**config.mk**
```make
export PLATFORM = sky130hd
export DESIGN_NAME = mips_uart_tx
export DESIGN_NICKNAME = d
export VERILOG_FILES = /design/src/rtl/mips_uart_tx.sv
export SDC_FILE = /design/constraint.sdc
export NUM_CORES = 1
export LEC_CHECK = 0
export CAP_MARGIN = 15
export CORE_MARGIN = 2
export CORE_UTILIZATION = 50
export CTS_CLUSTER_SIZE = 12
export DETAILED_ROUTE_END_ITERATION = 10
export PLACE_DENSITY = 0.85
export SYNTH_ARGS = -nofsm -noshare
export SYNTH_HDL_FRONTEND = slang
export SYNTH_SLANG_ARGS = --single-unit
```
**constraint.sdc**
```tcl
create_clock -name clk -period 7.3 [get_ports clk]
set_input_delay 0.73 -clock clk [delete_from_list [all_inputs] [get_ports clk]]
set_output_delay 0.73 -clock clk [all_outputs]
set_load 0.03 [all_outputs]
```
**src/rtl/mips_uart_tx.sv**
```systemverilog
// Memory-mapped 8N1 UART transmitter for the multicycle MIPS data bus.
// Stores to the data register fill a small FIFO; the status register reports FIFO and overrun state.
module mips_uart_tx #(
  parameter int unsigned CLKS_PER_BIT = 16,
  parameter int unsigned FIFO_DEPTH   = 4,
  parameter logic [31:0] ADDR_TX      = 32'h1001_0024,
  parameter logic [31:0] ADDR_STATUS  = 32'h1001_0028
) (
  input  logic        clk,
  input  logic        rst,
  input  logic [31:0] Adr,
  input  logic [31:0] WD,
  input  logic        MemWrite,
  output logic [31:0] RD,
  output logic        tx_o,
  output logic        busy_o
);

  localparam int unsigned PtrW  = $clog2(FIFO_DEPTH);
  localparam int unsigned CntW  = PtrW + 1;
  localparam int unsigned BaudW = $clog2(CLKS_PER_BIT);
  localparam logic [BaudW-1:0] BaudLast = BaudW'(CLKS_PER_BIT - 1);
  localparam logic [CntW-1:0]  CntFull  = CntW'(FIFO_DEPTH);

  typedef enum logic [1:0] {StIdle, StStart, StData, StStop} state_e;

  state_e            state_q, state_d;
  logic [7:0]        fifo_q [FIFO_DEPTH];
  logic [PtrW-1:0]   wr_ptr_q, rd_ptr_q;
  logic [CntW-1:0]   count_q, count_d;
  logic [BaudW-1:0]  baud_q, baud_d;
  logic [2:0]        bit_idx_q, bit_idx_d;
  logic [7:0]        shift_q, shift_d;
  logic [7:0]        last_q;
  logic              overrun_q, overrun_d;
  logic              tx_q, tx_d;
  logic              busy_q, busy_d;
  logic              sel_tx, sel_status, full, empty, baud_end;
  logic              push_req, push, pop;
  logic              unused_bits;

  assign sel_tx     = (Adr[31:2] == ADDR_TX[31:2]);
  assign sel_status = (Adr[31:2] == ADDR_STATUS[31:2]);
  assign full       = (count_q == CntFull);
  assign empty      = (count_q == '0);
  assign baud_end   = (baud_q == BaudLast);
  // The transmitter takes a byte either from idle or on the final stop-bit cycle (no idle gap).
  assign pop        = !empty && ((state_q == StIdle) || ((state_q == StStop) && baud_end));
  assign push_req   = MemWrite && sel_tx;
  assign push       = push_req && (!full || pop);
  assign count_d    = count_q + CntW'(push) - CntW'(pop);
  assign unused_bits = ^{Adr[1:0], WD[31:8]};

  always_comb begin
    overrun_d = overrun_q;
    if (MemWrite && sel_status && WD[3]) overrun_d = 1'b0;
    if (push_req && !push) overrun_d = 1'b1;
  end

  always_comb begin
    state_d   = state_q;
    baud_d    = baud_q;
    bit_idx_d = bit_idx_q;
    shift_d   = shift_q;
    unique case (state_q)
      StIdle: begin
        if (pop) begin
          shift_d = fifo_q[rd_ptr_q];
          baud_d  = '0;
          state_d = StStart;
        end
      end
      StStart: begin
        if (baud_end) begin
          baud_d    = '0;
          bit_idx_d = '0;
          state_d   = StData;
        end else begin
          baud_d = baud_q + BaudW'(1);
        end
      end
      StData: begin
        if (baud_end) begin
          baud_d    = '0;
          shift_d   = {1'b0, shift_q[7:1]};
          bit_idx_d = bit_idx_q + 3'd1;
          if (bit_idx_q == 3'd7) state_d = StStop;
        end else begin
          baud_d = baud_q + BaudW'(1);
        end
      end
      StStop: begin
        if (baud_end) begin
          baud_d = '0;
          if (pop) begin
            shift_d = fifo_q[rd_ptr_q];
            state_d = StStart;
          end else begin
            state_d = StIdle;
          end
        end else begin
          baud_d = baud_q + BaudW'(1);
        end
      end
      default: state_d = StIdle;
    endcase

    // Line level is computed from next state so tx_o comes straight from a flop.
    tx_d = 1'b1;
    if (state_d == StStart)     tx_d = 1'b0;
    else if (state_d == StData) tx_d = shift_d[0];
    busy_d = (count_d != '0) || (state_d != StIdle);
  end

  always_ff @(posedge clk or posedge rst) begin
    if (rst) begin
      state_q   <= StIdle;
      wr_ptr_q  <= '0;
      rd_ptr_q  <= '0;
      count_q   <= '0;
      baud_q    <= '0;
      bit_idx_q <= '0;
      shift_q   <= '0;
      last_q    <= '0;
      overrun_q <= 1'b0;
      tx_q      <= 1'b1;
      busy_q    <= 1'b0;
    end else begin
      state_q   <= state_d;
      count_q   <= count_d;
      baud_q    <= baud_d;
      bit_idx_q <= bit_idx_d;
      shift_q   <= shift_d;
      overrun_q <= overrun_d;
      tx_q      <= tx_d;
      busy_q    <= busy_d;
      if (push) begin
        wr_ptr_q <= wr_ptr_q + PtrW'(1);
        last_q   <= WD[7:0];
      end
      if (pop) rd_ptr_q <= rd_ptr_q + PtrW'(1);
    end
  end

  always_ff @(posedge clk) begin
    if (push) fifo_q[wr_ptr_q] <= WD[7:0];
  end

  always_comb begin
    RD = '0;
    if (sel_status)  RD = {28'b0, overrun_q, full, empty, busy_q};
    else if (sel_tx) RD = {24'b0, last_q};
  end

  assign tx_o   = tx_q;
  assign busy_o = busy_q;

endmodule

```
# Yosys cells after proc, flatten, opt, wreduce, memory -nomap -nowiden
# Memory sizes are Yosys's and may differ from the RTL's.
# Cells that the tools add are included.
dict set report classes {
  mux 25
  add_sub_neg 6
  n_reduce_logical 23
  n_eq_ne 14
}
# operator count
set ops {}
lappend ops {{$eq 30x27->1 const B} 2}
lappend ops {{$mux 8} 5}
lappend ops {{$pmux 8 s3} 1}
lappend ops {{$mux 2} 5}
lappend ops {{$mux 4} 2}
lappend ops {{$ne 2x2->1 const B} 4}
lappend ops {{$pmux 2 s4} 1}
lappend ops {{$pmux 4 s2} 1}
lappend ops {{$logic_and 1x1->1} 7}
lappend ops {{$mux 1} 7}
lappend ops {{$eq 2x2->1 const B} 3}
lappend ops {{$eq 3x3->1 const B} 2}
lappend ops {{$mux 3} 2}
lappend ops {{$pmux 3 s2} 1}
lappend ops {{$reduce_and 3->1} 2}
lappend ops {{$reduce_bool 2->1} 3}
lappend ops {{$reduce_bool 3->1} 2}
lappend ops {{$add 2x1->2 const B} 2}
lappend ops {{$add 4x1->4 const B} 1}
lappend ops {{$eq 2x1->1 const B} 2}
lappend ops {{$eq 4x4->1 const B} 1}
lappend ops {{$add 3x1->3} 1}
lappend ops {{$add 3x1->3 const B} 1}
lappend ops {{$logic_not 1->1} 3}
lappend ops {{5 further kinds} 7}
dict set report word_totals {
  input_bits 67
  mem_bits_rw 32
  out_inout_bits 34
  register_bits 35
  mem_count 1
  wordCells 81
}
# memory depth word_bits rd rd_ports_with_merged_regs wr line_no
set mem_list {}
lappend mem_list {fifo_q 4 8 1 0 1 28} ;# logic [7:0] fifo_q [FIFO_DEPTH];

# Longest topological paths before layout
dict set report logic_depth {
  ltp_word 10
  mapped_depth 14
  mapped_depth_nobuf 13
}

# Least setup slack after synthesis
# No wires, ideal clock.
dict set report synth_path {
  path_kind {in2reg}
  startpoint {input port Adr[24]}
  endpoint {register busy_q, in the netlist busy_o}
  arrival_ps 3346
  setup_time_ps 126
  path_stages 13
  setup_slack_ps 3828
  required_time_ps 7174
  n_path_buf 1
  cell_sequence {nor4_1 nand4_1 a2111oi_4 buf_6 inv_1 ha_1 inv_1 ha_1 fa_1 xnor2_1 xnor2_1 nor4_1 nand2b_1}
}
dict set report synth_via {
  elab_chain_len 7
}
# element line_no
set synth_lines {}
lappend synth_lines {{start, declared} 11} ;# input logic [31:0] Adr,
lappend synth_lines {{$eq 30x27->1} 42} ;# assign sel_tx = (Adr[31:2] == ADDR_TX[31:2]);
lappend synth_lines {{$logic_and 1x1->1} 49} ;# assign push_req = MemWrite && sel_tx;
lappend synth_lines {{$logic_and 1x1->1} 50} ;# assign push = push_req && (!full || pop);
lappend synth_lines {{$add 3x1->3} 51} ;# assign count_d = count_q + CntW'(push) - CntW'(pop);
lappend synth_lines {{$sub 3x1->3} 51}
lappend synth_lines {{named net count_d[2]} 30} ;# logic [CntW-1:0] count_q, count_d;
lappend synth_lines {{$reduce_bool 3->1} 112} ;# busy_d = (count_d != '0) || (state_d != StIdle);
lappend synth_lines {{$logic_or 1x1->1} 112}
lappend synth_lines {{named net busy_d} 37} ;# logic busy_q, busy_d;
lappend synth_lines {{end signal, assigned} 136} ;# busy_q <= busy_d;
lappend synth_lines {{end, declared} 37}
# The timed path passes the listed nets, and every way through them passes these cells.
# A chain may end at the register's enable or synchronous reset.

# Final worst setup path
dict set report layout_path {
  startpoint {input port Adr[23]}
  endpoint {output port RD[1]}
}
dict set report layout_via {
  elab_chain_len 3
  elab_cells_between_ends 4
  classes_between {2 x eq/ne; 2 x mux}
}
# element line_no
set layout_lines {}
lappend layout_lines {{$eq 30x27->1} 42}
lappend layout_lines {{$mux 8} 152} ;# else if (sel_tx) RD = {24'b0, last_q};
lappend layout_lines {{$mux 8 *} 151} ;# if (sel_status) RD = {28'b0, overrun_q, full, empty, busy_q};
lappend layout_lines {{end, declared} 14} ;# output logic [31:0] RD,
# Mark *: on every way between the ends. The rest lies on a longest branch, timed or not.

==> metrics.txt <==
status=complete, no violations; CTS Buf Count=9; Initial DRC Count=125; clk_lat worst skew=340 ps; CTS Root Cell=clkbuf_8; most common cell after layout, fill and taps aside=clkdlybuf4s50_1; ys flop type=dfrtp_1; # port buffers=50; Core Footprint=6350 um2; Final Max Tran Viols=0; row count=29; Post-DRT Antenna Nets=0; gpl congestion=0.792; Finish-stage setup viols=0; Setup CP Type=in -> out; post-CTS setup buffer count=0; Ys Warns=0; Top-Level Pins=101; clock buffer depth=2; die area=7230 um2; Ant. Diodes=0; Worst-path clk slew=70 ps; #FFs+latches synth=67; Leakage=1.56 nW; drt drc=0; layout cells sized above 1=13.2%; Hold-fix buffers, CTS=0; Final Power=0.745 mW; Netlist cell types=51; post-layout minimum cycle time=3940 ps; Max Clock Skew=11.5 ps; syn avg cell area=13.5 um2; Max-Cap Viols=0; Max FO, Critical Path=9; CTS tree=yes; Tcrit/Tclk final=54.0%; routed wire length=6080 um; drt first pass iters=4; vias in the first global route=2,161; largest net degree at the start of global routing=36; chip width=85.1 um; Seq/Total Area, Yosys=56.0%; CP Launch Type=input pin; fillers=475; antenna violations before repair=0; Avg Vias per Cell=5.48; ys async rst share=52.2%; Vias=2,081; Synth Instances=243; final hold violation count=0; max_slew headroom=26.6%; Worst Tran Pin Value=1090 ps; mapped cell area=3280 um2; power density cells=188 nW/um2; Arrival @ worst endpoint=3210 ps; Worst Path Required=6570 ps; Fmax achieved=254 MHz; most frequent cells in the layout=50 x clkdlybuf4s50_1, 34 x dfrtp_1, 32 x edfxtp_1, 24 x conb_1, 12 x nand2_1; CTS sink cnt=67; Critical Path Sink Type=output pin; overall global routing resource usage=18.8%; GRT Residual Overflow=0; global-route wire length before repair=10,500 um; Max VDD drop=0.147 mV; WL/cell=16.0 um; worst hold path class=reg -> reg; Synth-to-Final Area Change=20.6%; Setup TNS=0 ps; Starting Density=51.7%; Post-synth EDFFs=32; nets@finish=375; DP Wirelength=4380 um; H-tree lvl count=3; Die Ht=85.1 um; RSZ-0062 raised after global routing=false; PostCTS Resize Cnt=0
worst paths after layout:
path | from | endpoint | slack [ps] | cells after the start
max in group asynchronous | rst | tx_o | 6160 | 3
max | Adr[23] | RD[1] | 3360 | 6
min | last_q[5] | last_q[5] | 500 | 1
min in group asynchronous | rst | last_q[1] | 790 | 3
max reg2reg | state_q[0] | busy_o | 3880 | 13
min reg2reg | last_q[5] | last_q[5] | 500 | 1
logic make-up (layout without fill, tap and decap cells):
group / count (synthesis) / count (layout) / share of synthesized area (%)
AO/OA/AOI/OAI: 33 / 33 / 9.07
XOR/XNOR: 7 / 7 / 1.87
adder cells (fa/ha/maj): 10 / 10 / 4.04
buffers and inverters: 41 / 78 / 7.70
flip-flops: 67 / 67 / 56.0
multiplexers: 19 / 19 / 9.64
other: 1 / 24 / 0.114
AND/OR/NAND/NOR: 65 / 65 / 11.6
cell usage after synthesis (all sizes together), types with 2 or more instances:
cell type / number / area share, %
nand2b: 2 / 0.38
xor2: 2 / 0.53
xnor2: 5 / 1.3
a22o: 8 / 2.1
a21oi: 3 / 0.80
nand3: 8 / 1.2
and2: 9 / 1.7
dfrtp: 34 / 26
mux2i: 2 / 0.61
nand2: 12 / 1.4
clkbuf: 5 / 0.57
a221o: 7 / 2.1
mux2: 9 / 3.5
nor3: 3 / 0.61
nor4: 6 / 1.1
mux4: 8 / 5.5
nor2b: 2 / 0.38
nor2: 5 / 0.65
nand4: 3 / 0.57
o21ai: 4 / 0.61
inv: 10 / 1.1
nand3b: 2 / 0.46
nor3b: 8 / 1.8
ha: 9 / 3.4
edfxtp: 32 / 29
buf: 26 / 6.0
critical path, stage by stage:
cell and delay (ps):
clkdlybuf4s50_1 400, nor4_1 380, nand4_1 240, nor2_1 530, a22o_1 250, clkdlybuf4s50_1 670
power by group:
part           total [mW]  internal, mW  leakage (nW)  switching, mW
registers           0.396         0.396         0.727   0.0000000244
clock network       0.302         0.158        0.0901          0.144
logic              0.0467        0.0201         0.745         0.0266
layout make-up:
class,instances,area (um2),area share (%)
clock inverter,6,66.3,1.67
tap,77,96.3,2.43
clock buffer,10,128,3.22
sequential,67,1840,46.4
multi-input combinational,158,1280,32.3
inverter,10,37.5,0.948
timing repair buffer,52,515,13.0
metrics by stage:
stage	std cells	setup WS [ps]	instance area, um2	hold slack (ps)	util [%]
3_3_place_gp	364	3300	3770	483	59.3
4_1_cts	380	3340	3960	504	62.4
6_report	380	3360	3960	500	62.4
3_5_place_dp	364	3230	3770	487	59.3
5_1_grt	380	3120	3960	526	62.4
2_1_floorplan	266	3830	3370	467	-
metal layers:
metal | global-route usage [%] | vias up | share of wire (%)
met5 | 0 | - | 0
met4 | 7.36 | 0 | 2.4
met3 | 5.54 | 18 | 5.1
met2 | 29.6 | 68 | 49
met1 | 24.7 | 1017 | 43
li1 | - | 978 | -
state kept, by name, summed over array words and instances, names as in the netlist:
register	flops
baud_q	4
bit_idx_q	3
busy_o	1
count_q	3
fifo_q	32
last_q	8
overrun_q	1
rd_ptr_q	2
shift_q	8
state_q	2
tx_o	1
wr_ptr_q	2
Note: power is estimated with default switching activity, not from simulation.
